### config.mk
export PLATFORM = sky130hd
export DESIGN_NAME = conv_layer_sequencer_flat
export DESIGN_NICKNAME = d
export VERILOG_FILES = /design/src/rtl/conv_layer_sequencer_pkg.sv /design/src/rtl/conv_layer_sequencer_if.sv /design/src/rtl/conv_layer_sequencer_watchdog.sv /design/src/rtl/conv_layer_sequencer.sv /design/src/flat_wrapper.sv
export SDC_FILE = /design/constraint.sdc
export NUM_CORES = 1
export LEC_CHECK = 0
export CORE_AREA = 5 5 96 98
export CTS_BUF_LIST = sky130_fd_sc_hd__clkbuf_8
export DETAILED_ROUTE_END_ITERATION = 8
export DIE_AREA = 0 0 101 103
export PLACE_DENSITY = 0.7
export RECOVER_POWER = 100
export REMOVE_ABC_BUFFERS = 1
export SYNTH_ARGS = -nofsm -noshare
export SYNTH_HDL_FRONTEND = slang
export SYNTH_SLANG_ARGS = --single-unit
### constraint.sdc
create_clock -name clk -period 2.4 [get_ports clk]
set_input_delay 0.36 -clock clk [delete_from_list [all_inputs] [get_ports clk]]
set_output_delay 0.36 -clock clk [all_outputs]
set_load 0.05 [all_outputs]
### src/rtl/conv_layer_sequencer_pkg.sv
// Shared definitions for the convolution layer sequencer: state encoding,
// watchdog defaults, cycle-counter width and small state-class helpers.
package conv_ctrl_pkg;

  localparam int STATE_W            = 3;
  localparam int TIMEOUT_CYCLES_DEF = 4095;
  localparam int WDOG_W_DEF         = 12;
  localparam int TOTAL_W            = 32;

  localparam logic [TOTAL_W-1:0] TOTAL_MAX = {TOTAL_W{1'b1}};

  typedef enum logic [STATE_W-1:0] {
    ST_IDLE      = 3'd0,
    ST_LAUNCH    = 3'd1,
    ST_WAIT_DONE = 3'd2,
    ST_RELEASE   = 3'd3,
    ST_FINISH    = 3'd4,
    ST_ERROR     = 3'd5
  } seq_state_e;

  // States in which a chain is in flight and the busy-cycle counter runs.
  function automatic logic is_busy_state(input seq_state_e s);
    return (s == ST_LAUNCH) || (s == ST_WAIT_DONE) || (s == ST_RELEASE);
  endfunction

  // States from which a new run may be accepted or the host may take the buffers.
  function automatic logic is_parked_state(input seq_state_e s);
    return (s == ST_IDLE) || (s == ST_ERROR);
  endfunction

endpackage

### src/rtl/conv_layer_sequencer_if.sv
// Control/handshake bundle between the sequencer, the host control port and
// the conv2d engine. The master side is the sequencer itself.
interface conv_layer_sequencer_if
  import conv_ctrl_pkg::*;
#(
  parameter int LAYER_W = 2
) ();

  // host control side
  logic               run;
  logic [LAYER_W-1:0] cfg_last_layer;
  logic               host_req;
  logic               host_grant;
  logic               busy;
  logic               done;
  logic               error;
  logic [TOTAL_W-1:0] total_cycles;

  // engine side
  logic               eng_start;
  logic               eng_done;
  logic [LAYER_W-1:0] layer_idx;
  logic               src_buf_sel;

  modport master (
    input  run, cfg_last_layer, host_req, eng_done,
    output host_grant, busy, done, error, total_cycles,
           eng_start, layer_idx, src_buf_sel
  );

  modport slave (
    output run, cfg_last_layer, host_req, eng_done,
    input  host_grant, busy, done, error, total_cycles,
           eng_start, layer_idx, src_buf_sel
  );

endinterface

### src/rtl/conv_layer_sequencer_watchdog.sv
// Per-layer watchdog: clearable, enabled up-counter that stops at the
// terminal count and flags expiry while enabled.
module seq_watchdog #(
  parameter int TIMEOUT_CYCLES = 4095,
  parameter int WDOG_W         = 12
) (
  input  logic              clk,
  input  logic              rst_n,
  input  logic              clr_i,
  input  logic              en_i,
  output logic [WDOG_W-1:0] count_o,
  output logic              expired_o
);

  localparam logic [WDOG_W-1:0] TERM = WDOG_W'(TIMEOUT_CYCLES);

  logic [WDOG_W-1:0] count_q;
  logic [WDOG_W-1:0] count_d;
  logic              at_term;

  assign at_term = (count_q == TERM);

  // Clear wins over enable; the count parks at the terminal value.
  always_comb begin
    count_d = count_q;
    if (clr_i) begin
      count_d = '0;
    end else if (en_i && !at_term) begin
      count_d = count_q + 1'b1;
    end
  end

  // Counter register.
  always_ff @(posedge clk or negedge rst_n) begin
    if (!rst_n) begin
      count_q <= '0;
    end else begin
      count_q <= count_d;
    end
  end

  assign count_o   = count_q;
  assign expired_o = en_i && at_term;

endmodule

### src/rtl/conv_layer_sequencer.sv
// Runs the conv2d engine through a chain of layers, owns the start/done
// handshake and ping-pong source select, arbitrates buffer ownership with
// the host loader and aborts a hung engine through a per-layer watchdog.
//
// state     | meaning
// ----------+-----------------------------------------------------------
// IDLE      | parked, accepts a run or hands the buffers to the host
// LAUNCH    | waiting for engine done to be low, then raises eng_start
// WAIT_DONE | eng_start high, waiting for engine done
// RELEASE   | eng_start dropped, waiting for engine done to fall
// FINISH    | one-cycle chain-complete pulse
// ERROR     | watchdog fired; parked like IDLE with error held high
module conv_layer_sequencer
  import conv_ctrl_pkg::*;
#(
  parameter int NUM_LAYERS     = 4,
  parameter int LAYER_W        = 2,
  parameter int TIMEOUT_CYCLES = TIMEOUT_CYCLES_DEF,
  parameter int WDOG_W         = WDOG_W_DEF
) (
  input  logic                   clk,
  input  logic                   rst_n,
  conv_layer_sequencer_if.master bus
);

  localparam int LAST_MAX_I = NUM_LAYERS - 1;

  seq_state_e         state_q, state_d;
  logic [LAYER_W-1:0] last_q, last_d;
  logic [LAYER_W-1:0] layer_q, layer_d;
  logic               eng_start_q, eng_start_d;
  logic               host_grant_q, host_grant_d;
  logic               busy_q, busy_d;
  logic               done_q, done_d;
  logic               error_q, error_d;
  logic [TOTAL_W-1:0] total_q, total_d;

  logic               run_accept;
  logic               wd_clr;
  logic               wd_en;
  logic               wd_expired;
  logic [WDOG_W-1:0]  wd_count;
  logic               wd_count_unused;

  // Final-layer index is clamped to the last layer this instance supports.
  function automatic logic [LAYER_W-1:0] clamp_last(input logic [LAYER_W-1:0] cfg);
    logic [31:0] cfg_w;
    cfg_w = 32'(cfg);
    if (cfg_w > 32'(LAST_MAX_I)) begin
      return LAYER_W'(LAST_MAX_I);
    end
    return cfg;
  endfunction

  // The host holding the buffers blocks a run; a run beats a same-cycle host request.
  assign run_accept = is_parked_state(state_q) && bus.run && !host_grant_q;

  assign wd_clr = (state_q == ST_LAUNCH);
  assign wd_en  = (state_q == ST_WAIT_DONE) || (state_q == ST_RELEASE);

  seq_watchdog #(
    .TIMEOUT_CYCLES (TIMEOUT_CYCLES),
    .WDOG_W         (WDOG_W)
  ) u_watchdog (
    .clk       (clk),
    .rst_n     (rst_n),
    .clr_i     (wd_clr),
    .en_i      (wd_en),
    .count_o   (wd_count),
    .expired_o (wd_expired)
  );

  // The raw count is a debug tap; control only needs the expiry flag.
  assign wd_count_unused = ^wd_count;

  // State register.
  always_ff @(posedge clk or negedge rst_n) begin
    if (!rst_n) begin
      state_q <= ST_IDLE;
    end else begin
      state_q <= state_d;
    end
  end

  // Next-state logic; engine progress takes priority over a same-cycle timeout.
  always_comb begin
    state_d = state_q;
    case (state_q)
      ST_IDLE, ST_ERROR: begin
        if (run_accept) state_d = ST_LAUNCH;
      end
      ST_LAUNCH: begin
        if (!bus.eng_done) state_d = ST_WAIT_DONE;
      end
      ST_WAIT_DONE: begin
        if (bus.eng_done)     state_d = ST_RELEASE;
        else if (wd_expired)  state_d = ST_ERROR;
      end
      ST_RELEASE: begin
        if (!bus.eng_done) begin
          state_d = (layer_q == last_q) ? ST_FINISH : ST_LAUNCH;
        end else if (wd_expired) begin
          state_d = ST_ERROR;
        end
      end
      ST_FINISH: begin
        state_d = ST_IDLE;
      end
      default: begin
        state_d = ST_IDLE;
      end
    endcase
  end

  // Next values of every registered output and the latched chain length.
  always_comb begin
    last_d       = last_q;
    layer_d      = layer_q;
    eng_start_d  = eng_start_q;
    error_d      = error_q;
    total_d      = total_q;
    host_grant_d = 1'b0;

    if (run_accept) begin
      last_d  = clamp_last(bus.cfg_last_layer);
      layer_d = '0;
      error_d = 1'b0;
      total_d = '0;
    end else if (is_busy_state(state_q) && (total_q != TOTAL_MAX)) begin
      total_d = total_q + 1'b1;
    end

    if ((state_q == ST_LAUNCH) && !bus.eng_done) begin
      eng_start_d = 1'b1;
    end
    if ((state_q == ST_WAIT_DONE) && bus.eng_done) begin
      eng_start_d = 1'b0;
    end

    if ((state_q == ST_RELEASE) && !bus.eng_done && (layer_q != last_q)) begin
      layer_d = layer_q + 1'b1;
    end

    if (state_d == ST_ERROR) begin
      eng_start_d = 1'b0;
      error_d     = 1'b1;
    end

    if (is_parked_state(state_q)) begin
      host_grant_d = bus.host_req && !run_accept;
    end

    busy_d = is_busy_state(state_d);
    done_d = (state_d == ST_FINISH);
  end

  // Output and datapath registers.
  always_ff @(posedge clk or negedge rst_n) begin
    if (!rst_n) begin
      last_q       <= '0;
      layer_q      <= '0;
      eng_start_q  <= 1'b0;
      host_grant_q <= 1'b0;
      busy_q       <= 1'b0;
      done_q       <= 1'b0;
      error_q      <= 1'b0;
      total_q      <= '0;
    end else begin
      last_q       <= last_d;
      layer_q      <= layer_d;
      eng_start_q  <= eng_start_d;
      host_grant_q <= host_grant_d;
      busy_q       <= busy_d;
      done_q       <= done_d;
      error_q      <= error_d;
      total_q      <= total_d;
    end
  end

  assign bus.eng_start    = eng_start_q;
  assign bus.layer_idx    = layer_q;
  assign bus.src_buf_sel  = layer_q[0];
  assign bus.host_grant   = host_grant_q;
  assign bus.busy         = busy_q;
  assign bus.done         = done_q;
  assign bus.error        = error_q;
  assign bus.total_cycles = total_q;

endmodule

### src/flat_wrapper.sv
// flat-port wrapper written by rule: the top's interface ports become plain ports
module conv_layer_sequencer_flat import conv_ctrl_pkg::*;
#(
  parameter int NUM_LAYERS     = 4,
  parameter int LAYER_W        = 2,
  parameter int TIMEOUT_CYCLES = TIMEOUT_CYCLES_DEF,
  parameter int WDOG_W         = WDOG_W_DEF
)
  (clk, rst_n, bus_run, bus_cfg_last_layer, bus_host_req, bus_eng_done, bus_host_grant, bus_busy, bus_done, bus_error, bus_total_cycles, bus_eng_start, bus_layer_idx, bus_src_buf_sel);
  conv_layer_sequencer_if #(.LAYER_W(LAYER_W)) bus_i ();
  input  logic clk;
  input  logic rst_n;
  input wire logic [$bits(bus_i.run)-1:0] bus_run;
  input wire logic [$bits(bus_i.cfg_last_layer)-1:0] bus_cfg_last_layer;
  input wire logic [$bits(bus_i.host_req)-1:0] bus_host_req;
  input wire logic [$bits(bus_i.eng_done)-1:0] bus_eng_done;
  output wire logic [$bits(bus_i.host_grant)-1:0] bus_host_grant;
  output wire logic [$bits(bus_i.busy)-1:0] bus_busy;
  output wire logic [$bits(bus_i.done)-1:0] bus_done;
  output wire logic [$bits(bus_i.error)-1:0] bus_error;
  output wire logic [$bits(bus_i.total_cycles)-1:0] bus_total_cycles;
  output wire logic [$bits(bus_i.eng_start)-1:0] bus_eng_start;
  output wire logic [$bits(bus_i.layer_idx)-1:0] bus_layer_idx;
  output wire logic [$bits(bus_i.src_buf_sel)-1:0] bus_src_buf_sel;
  assign bus_i.run = bus_run;
  assign bus_i.cfg_last_layer = bus_cfg_last_layer;
  assign bus_i.host_req = bus_host_req;
  assign bus_i.eng_done = bus_eng_done;
  assign bus_host_grant = bus_i.host_grant;
  assign bus_busy = bus_i.busy;
  assign bus_done = bus_i.done;
  assign bus_error = bus_i.error;
  assign bus_total_cycles = bus_i.total_cycles;
  assign bus_eng_start = bus_i.eng_start;
  assign bus_layer_idx = bus_i.layer_idx;
  assign bus_src_buf_sel = bus_i.src_buf_sel;
  conv_layer_sequencer #(.NUM_LAYERS(NUM_LAYERS), .LAYER_W(LAYER_W), .TIMEOUT_CYCLES(TIMEOUT_CYCLES), .WDOG_W(WDOG_W)) u_core (.clk(clk), .rst_n(rst_n), .bus(bus_i));
endmodule
==> results.yml, run 1 <==
outcome:
  status: "completed"
critical_path:
  worstSetupPathType: "reg2reg"
  crit_required_ps: 2650
  critPathCaptureType: "flop"
  r2r_cells: 6
  path_cells: "clkbuf_1 > xor2_1 > nor3_2 > clkbuf_2 > or4_1 > nand2_1"
  critPathSlowestCell: "or4_1"
  crit_arrival_ps: 2470
  reg2reg_to: "u_core.bus.total_cycles[23]"
  reg2reg_from: "u_core.state_q[2]"
  cpPeakStageDelay_ps: 610
  r2r_setup_slack_ps: 190
  crit_path_max_fanout: 22
  critPathLaunchType: "flop"
sta:
  post-route-worst-setup-slack_ps: 185
  slew_headroom_pct: 9.87
  clock_skew_ps: 11.2
  maxSlewViolCount: 0
  rsz0062_at_grt: "false"
  setup_viol_count_final: 0
  max_freq_mhz: 451
  hold_slack_ps: 328
  tightest_slew_ps: 1350
  hold_violations: 0
  period_share_pct: 92.3
  period_needed_ps: 2210
yosys:
  postSynthAreaPerCell_um2: 9.29
  yosysTopAreaCell: "dfrtp_1"
  netlist.area_leader.share_pct: 43.7
  ys_async_sr_fraction_pct: 100
  synth_edf_count: 0
  yosys-top-cells-area: "dfrtp_1, nand2_1, nand3_1"
  netlist_area_um2: 3210
  syn_inst: 345
  ys.flop_type: "dfrtp_1"
  ys_types: 56
  seq_area_frac_synth_pct: 43.7
  ys_seq_elements: 56
  yosysWarnings: 0
pwr:
  power_switching_share_pct: 45.1
  peakVddDrop_uv: 376
  clockPowerShare_pct: 15.7
  p_comb_share_pct: 46.6
  switchingPower_mw: 1.53
  power_mw: 3.40
  p_seq_share_pct: 37.8
  internal_power_mw: 1.87
  p_per_area_nw_per_um2: 884
  p_leak_nw: 1.67
floorplan:
  io_pins: 47
  coreArea_um2: 8380
  die_y_um: 103
  rows: 34
  initial_core_util_pct: 38.3
  die-area_um2: 10400
  die_w_um: 101
job:
  cap_violations: 0
grt:
  grt_pass1_wl_mm: 12.8
  grt.total_usage_pct: 15.2
  first_global_vias: 2611
  grt_max_degree: 24
  antenna_found_initial: 0
  overflow: 0
clock_network:
  hold_buffers: 0
  clockBufferDepth: 2
  post_cts_resized: 0
  root_buffer: "clkbuf_8"
  cts_tree: "built"
  h-tree-depth: 2
  clkTransAtPathRegs_ps: 100
  cts_buffers: 5
  cts_setup_buffers: 0
  clock-sinks: 56
  clock_latency_ps: 310
finish:
  drive_gt1_share_pct: 8.86
  layout.nets: 403
  area_delta_synth_final_pct: 20.0
  antenna_cells: 0
route:
  drtAntennaViolNets: 0
  dr.pass1.iters: 4
  route.final.wire_length_mm: 7.48
  via_per_inst: 5.43
  wl_per_cell_um: 14.9
  drc: 0
  vias: 2732
  drt-initial-drc-count: 73
placed_design:
  gp_congestion: 0.799
  port_buffers: 46
  post-place-ws_ps: 174
  hpwl_mm: 5.37
worst_hold_path:
  hp-class: "in2async"
-- per-stage QoR --
step | setup TNS, ps | util [%] | cells | area, um2
6_report | 0 | 45.9 | 503 | 3850
5_1_grt | 0 | 45.9 | 503 | 3850
4_1_cts | 0 | 46.3 | 503 | 3880
3_5_place_dp | 0 | 45.3 | 495 | 3790
3_3_place_gp | 0 | 45.3 | 495 | 3790
2_1_floorplan | -4240 | - | 327 | 3080
-- layout make-up --
type	count	area, um2
clock inverter	2	7.51
multi-input combinational	265	1650
sequential	56	1400
inverter	6	22.5
fill	785	4530
timing repair buffer	60	548
clock buffer	6	82.6
tap	108	135
-- Yosys cell counts, types with 6 or more instances --
cell type   n
a21oi_1    14
mux2i_1     7
clkbuf_1    8
xnor2_1    10
o211ai_1    8
or4_1       8
inv_1       6
or3_1      15
nand3_1    20
dfrtp_1    56
nand4_1     9
nand2_1    49
o31ai_1     8
nor3_1     12
nor2_1     21
o21ai_0    13
-- routing by layer --
| layer | routed length (um) | share of wire, % | global-route usage, % |
|---|---|---|---|
| met5 | 0 | 0 | 0 |
| met4 | 82 | 1.1 | 3.58 |
| met3 | 370 | 4.9 | 3.59 |
| met2 | 3600 | 48 | 25.6 |
| met1 | 3420 | 46 | 19.9 |
-- layout by cell type (no fill, tap or decap), drive strengths merged, types with 2 or more instances in the layout --
cell type | synthesis | final
o41ai | 2 | 2
xnor2 | 10 | 10
nor2b | 3 | 3
a21oi | 19 | 19
o31ai | 9 | 9
o211ai | 8 | 8
nand2b | 6 | 6
and4 | 6 | 6
nor3 | 13 | 13
and3 | 7 | 7
clkdlybuf4s50 | 0 | 5
nand4 | 12 | 12
xor2 | 4 | 4
buf | 10 | 7
inv | 6 | 8
nand2 | 49 | 49
clkbuf | 8 | 14
o21ai | 18 | 18
a21boi | 2 | 2
or4 | 9 | 9
a31oi | 2 | 2
dfrtp | 56 | 56
nand3 | 20 | 20
dlygate4sd3 | 0 | 40
mux2i | 7 | 7
and2 | 4 | 4
or3 | 17 | 17
ha | 2 | 2
o2111ai | 2 | 2
nor4 | 5 | 5
nor2 | 21 | 21
-- power by group through the flow --
stage	Combinational, mW	Clock, mW	Sequential, mW
after CTS	1.68	0.558	1.29
final	1.58	0.533	1.28
after global placement	1.65	0	1.30
after floorplan	0.679	0	1.69
after global routing	1.73	0.601	1.32
after detailed placement	1.68	0	1.31
-- worst max-delay path, delay by kind of cell (launching register included) --
family | cells | cell delay (ps)
buf+inv | 2 | 730
flops | 1 | 380
xor+xnor | 1 | 290
simple gates | 3 | 740
-- sequential cells by signal, indices dropped and copies added (netlist names) --
register                   cells
u_core.bus.error               1
u_core.last_q                  2
u_core.u_watchdog.count_o     12
u_core.bus.host_grant          1
u_core.bus.total_cycles       32
u_core.bus.done                1
u_core.bus.layer_idx           2
u_core.bus.eng_start           1
u_core.state_q                 3
u_core.bus.busy                1
-- how the worst max path moves through the flow --
stage	from	end	slack (ps)
3_3_place_gp	bus_run	u_core.bus.eng_start	200
4_1_cts	u_core.bus.total_cycles[16]	u_core.bus.total_cycles[21]	240
6_report	u_core.state_q[2]	u_core.bus.total_cycles[23]	190
2_1_floorplan	u_core.bus.host_grant	u_core.bus.layer_idx[1]	-350
5_1_grt	u_core.bus.total_cycles[0]	u_core.bus.total_cycles[11]	50
3_5_place_dp	bus_run	u_core.bus.eng_start	170
-- cells by family (layout without fill, tap and decap cells) --
group,Yosys count,count (layout),synth area share (%)
and+or+nand+nor,174,174,30.2
AOI/OAI and AO/OA,68,68,14.6
DFF,56,56,43.7
buffers and inverters,24,74,4.64
xor gates and xnor gates,14,14,3.82
muxes,7,7,2.19
adders and majority gates,2,2,0.781
(Power assumes the default switching activity.)
==> run 2, diff against run 1 <==
--- a/config.mk
+++ b/config.mk
@@ -9,7 +9,6 @@
 export CTS_BUF_LIST = sky130_fd_sc_hd__clkbuf_8
 export DETAILED_ROUTE_END_ITERATION = 8
 export DIE_AREA = 0 0 101 103
-export PLACE_DENSITY = 0.7
 export RECOVER_POWER = 100
 export REMOVE_ABC_BUFFERS = 1
 export SYNTH_ARGS = -nofsm -noshare
==> run 2 against run 1 <==
  * Die area unchanged
  * Sequential power about the same
  * Sequential share of layout area about the same
  * Via count up 0.22%
  * Register-to-register slack gained 30 ps
  * Clock power up 18%
  * Global-route usage decreased by 0.22 points
  * Combinational power fell by 3%
  * Largest power group unchanged
  * Highest routed layer unchanged
==> results.yml, run 2 (synthesized netlist as in run 1, its figures left out) <==
floorplan:
  die_w_um: 101
  die_y_um: 103
  die-area_um2: 10400
  initial_core_util_pct: 38.3
  io_pins: 47
  coreArea_um2: 8380
  rows: 34
critical_path:
  crit_required_ps: 2620
  worstSetupPathType: "reg2reg"
  critPathCaptureType: "flop"
  crit_arrival_ps: 2410
  critPathLaunchType: "flop"
  crit_path_max_fanout: 6
route:
  dr.pass1.iters: 4
  via_per_inst: 5.48
  wl_per_cell_um: 15.0
  vias: 2738
  drtAntennaViolNets: 0
  drt-initial-drc-count: 72
  route.final.wire_length_mm: 7.50
  drc: 0
finish:
  mostFrequentLayoutCells: "dfrtp_1, nand2_1, dlygate4sd3_1, nor2_1, nand3_1"
  layout.nets: 400
  stdcell_count: 500
  antenna_cells: 0
  drive_gt1_share_pct: 9.69
  area_delta_synth_final_pct: 20.1
  largest_reg_flops: 32
  final_common_cell: "dfrtp_1"
sta:
  max_freq_mhz: 458
  rsz0062_at_grt: "false"
  slew_headroom_pct: 6.37
  hold_violations: 0
  period_needed_ps: 2180
  period_share_pct: 90.9
  tightest_slew_ps: 1400
  clock_skew_ps: 10.6
  hold_slack_ps: 443
  setup_viol_count_final: 0
  maxSlewViolCount: 0
clock_network:
  h-tree-depth: 2
  clock_latency_ps: 310
  post_cts_resized: 0
  cts_buffers: 5
  clkTransAtPathRegs_ps: 110
  clock-sinks: 56
  cts_tree: "built"
  clockBufferDepth: 2
  root_buffer: "clkbuf_8"
  cts_setup_buffers: 0
  hold_buffers: 0
placed_design:
  placed_cells: 492
  gp_congestion: 0.869
  hpwl_mm: 5.27
  port_buffers: 46
grt:
  grt_pass1_wl_mm: 12.6
  overflow: 0
  first_global_vias: 2593
  antenna_found_initial: 0
  grt.total_usage_pct: 15.0
  grt_max_degree: 57
outcome:
  status: "completed"
pwr:
  peakVddDrop_uv: 267
  p_per_area_nw_per_um2: 901
  p_leak_nw: 1.66
worst_hold_path:
  hp-class: "in2async"
job:
  cap_violations: 0
## run 2: critical path, cell delays in order, from the launching register on
cell and delay (ps):
dfrtp_1 430, ha_1 200, and2_0 320, nand3_1 180, or3_1 400, or4_1 410
a21oi_1 150
## run 2: report_power, final
group          internal (mW)  total (mW)  switching (mW)
sequential              1.12        1.30           0.183
combinational          0.505        1.54            1.04
clock                  0.310       0.629           0.319
## run 2: final cells by class
| type | count | area (um2) |
|---|---|---|
| Inverter | 6 | 22.5 |
| Fill cell | 820 | 4530 |
| Clock buffer | 5 | 68.8 |
| Sequential cell | 56 | 1400 |
| Multi-Input combinational cell | 265 | 1640 |
| Timing Repair Buffer | 57 | 536 |
| Tap cell | 108 | 135 |
| Clock inverter | 3 | 42.5 |
## run 2: worst paths after layout
kind / cells after the start / slack, ps / to / from
max in group asynchronous: 2 / 1110 / u_core.bus.total_cycles[28] / rst_n
worst min-delay path: 2 / 440 / u_core.bus.done / rst_n
worst min register to register: 1 / 490 / u_core.bus.error / u_core.bus.error
worst max-delay path: 6 / 220 / u_core.bus.total_cycles[28] / u_core.bus.total_cycles[0]
worst max register to register: 6 / 220 / u_core.bus.total_cycles[28] / u_core.bus.total_cycles[0]
min in group clk: 1 / 490 / u_core.bus.error / u_core.bus.error
## run 2: routing by layer
| layer | wire, um | GRT usage (%) | vias up |
|---|---|---|---|
| met2 | 3420 | 24.4 | 60 |
| met5 | 0 | 0 | - |
| met1 | 3630 | 20.7 | 1310 |
| met3 | 403 | 3.45 | 4 |
| met4 | 49 | 2.76 | 0 |
| li1 | - | - | 1364 |
## run 2: through the flow
| step | power (mW) | cell area (um2) | setup TNS (ps) | setup slack, ps | util [%] |
|---|---|---|---|---|---|
| finish | 3.47 | 3850 | 0 | 218 | 45.9 |
| global route | 3.71 | 3850 | 0 | 36.0 | 45.9 |
| detailed placement | 2.94 | 3780 | 0 | 146 | 45.1 |
| global placement | 2.92 | 3780 | 0 | 188 | 45.1 |
| floorplan | 2.37 | 3080 | -4240 | -353 | - |
| CTS | 3.58 | 3890 | 0 | 229 | 46.5 |
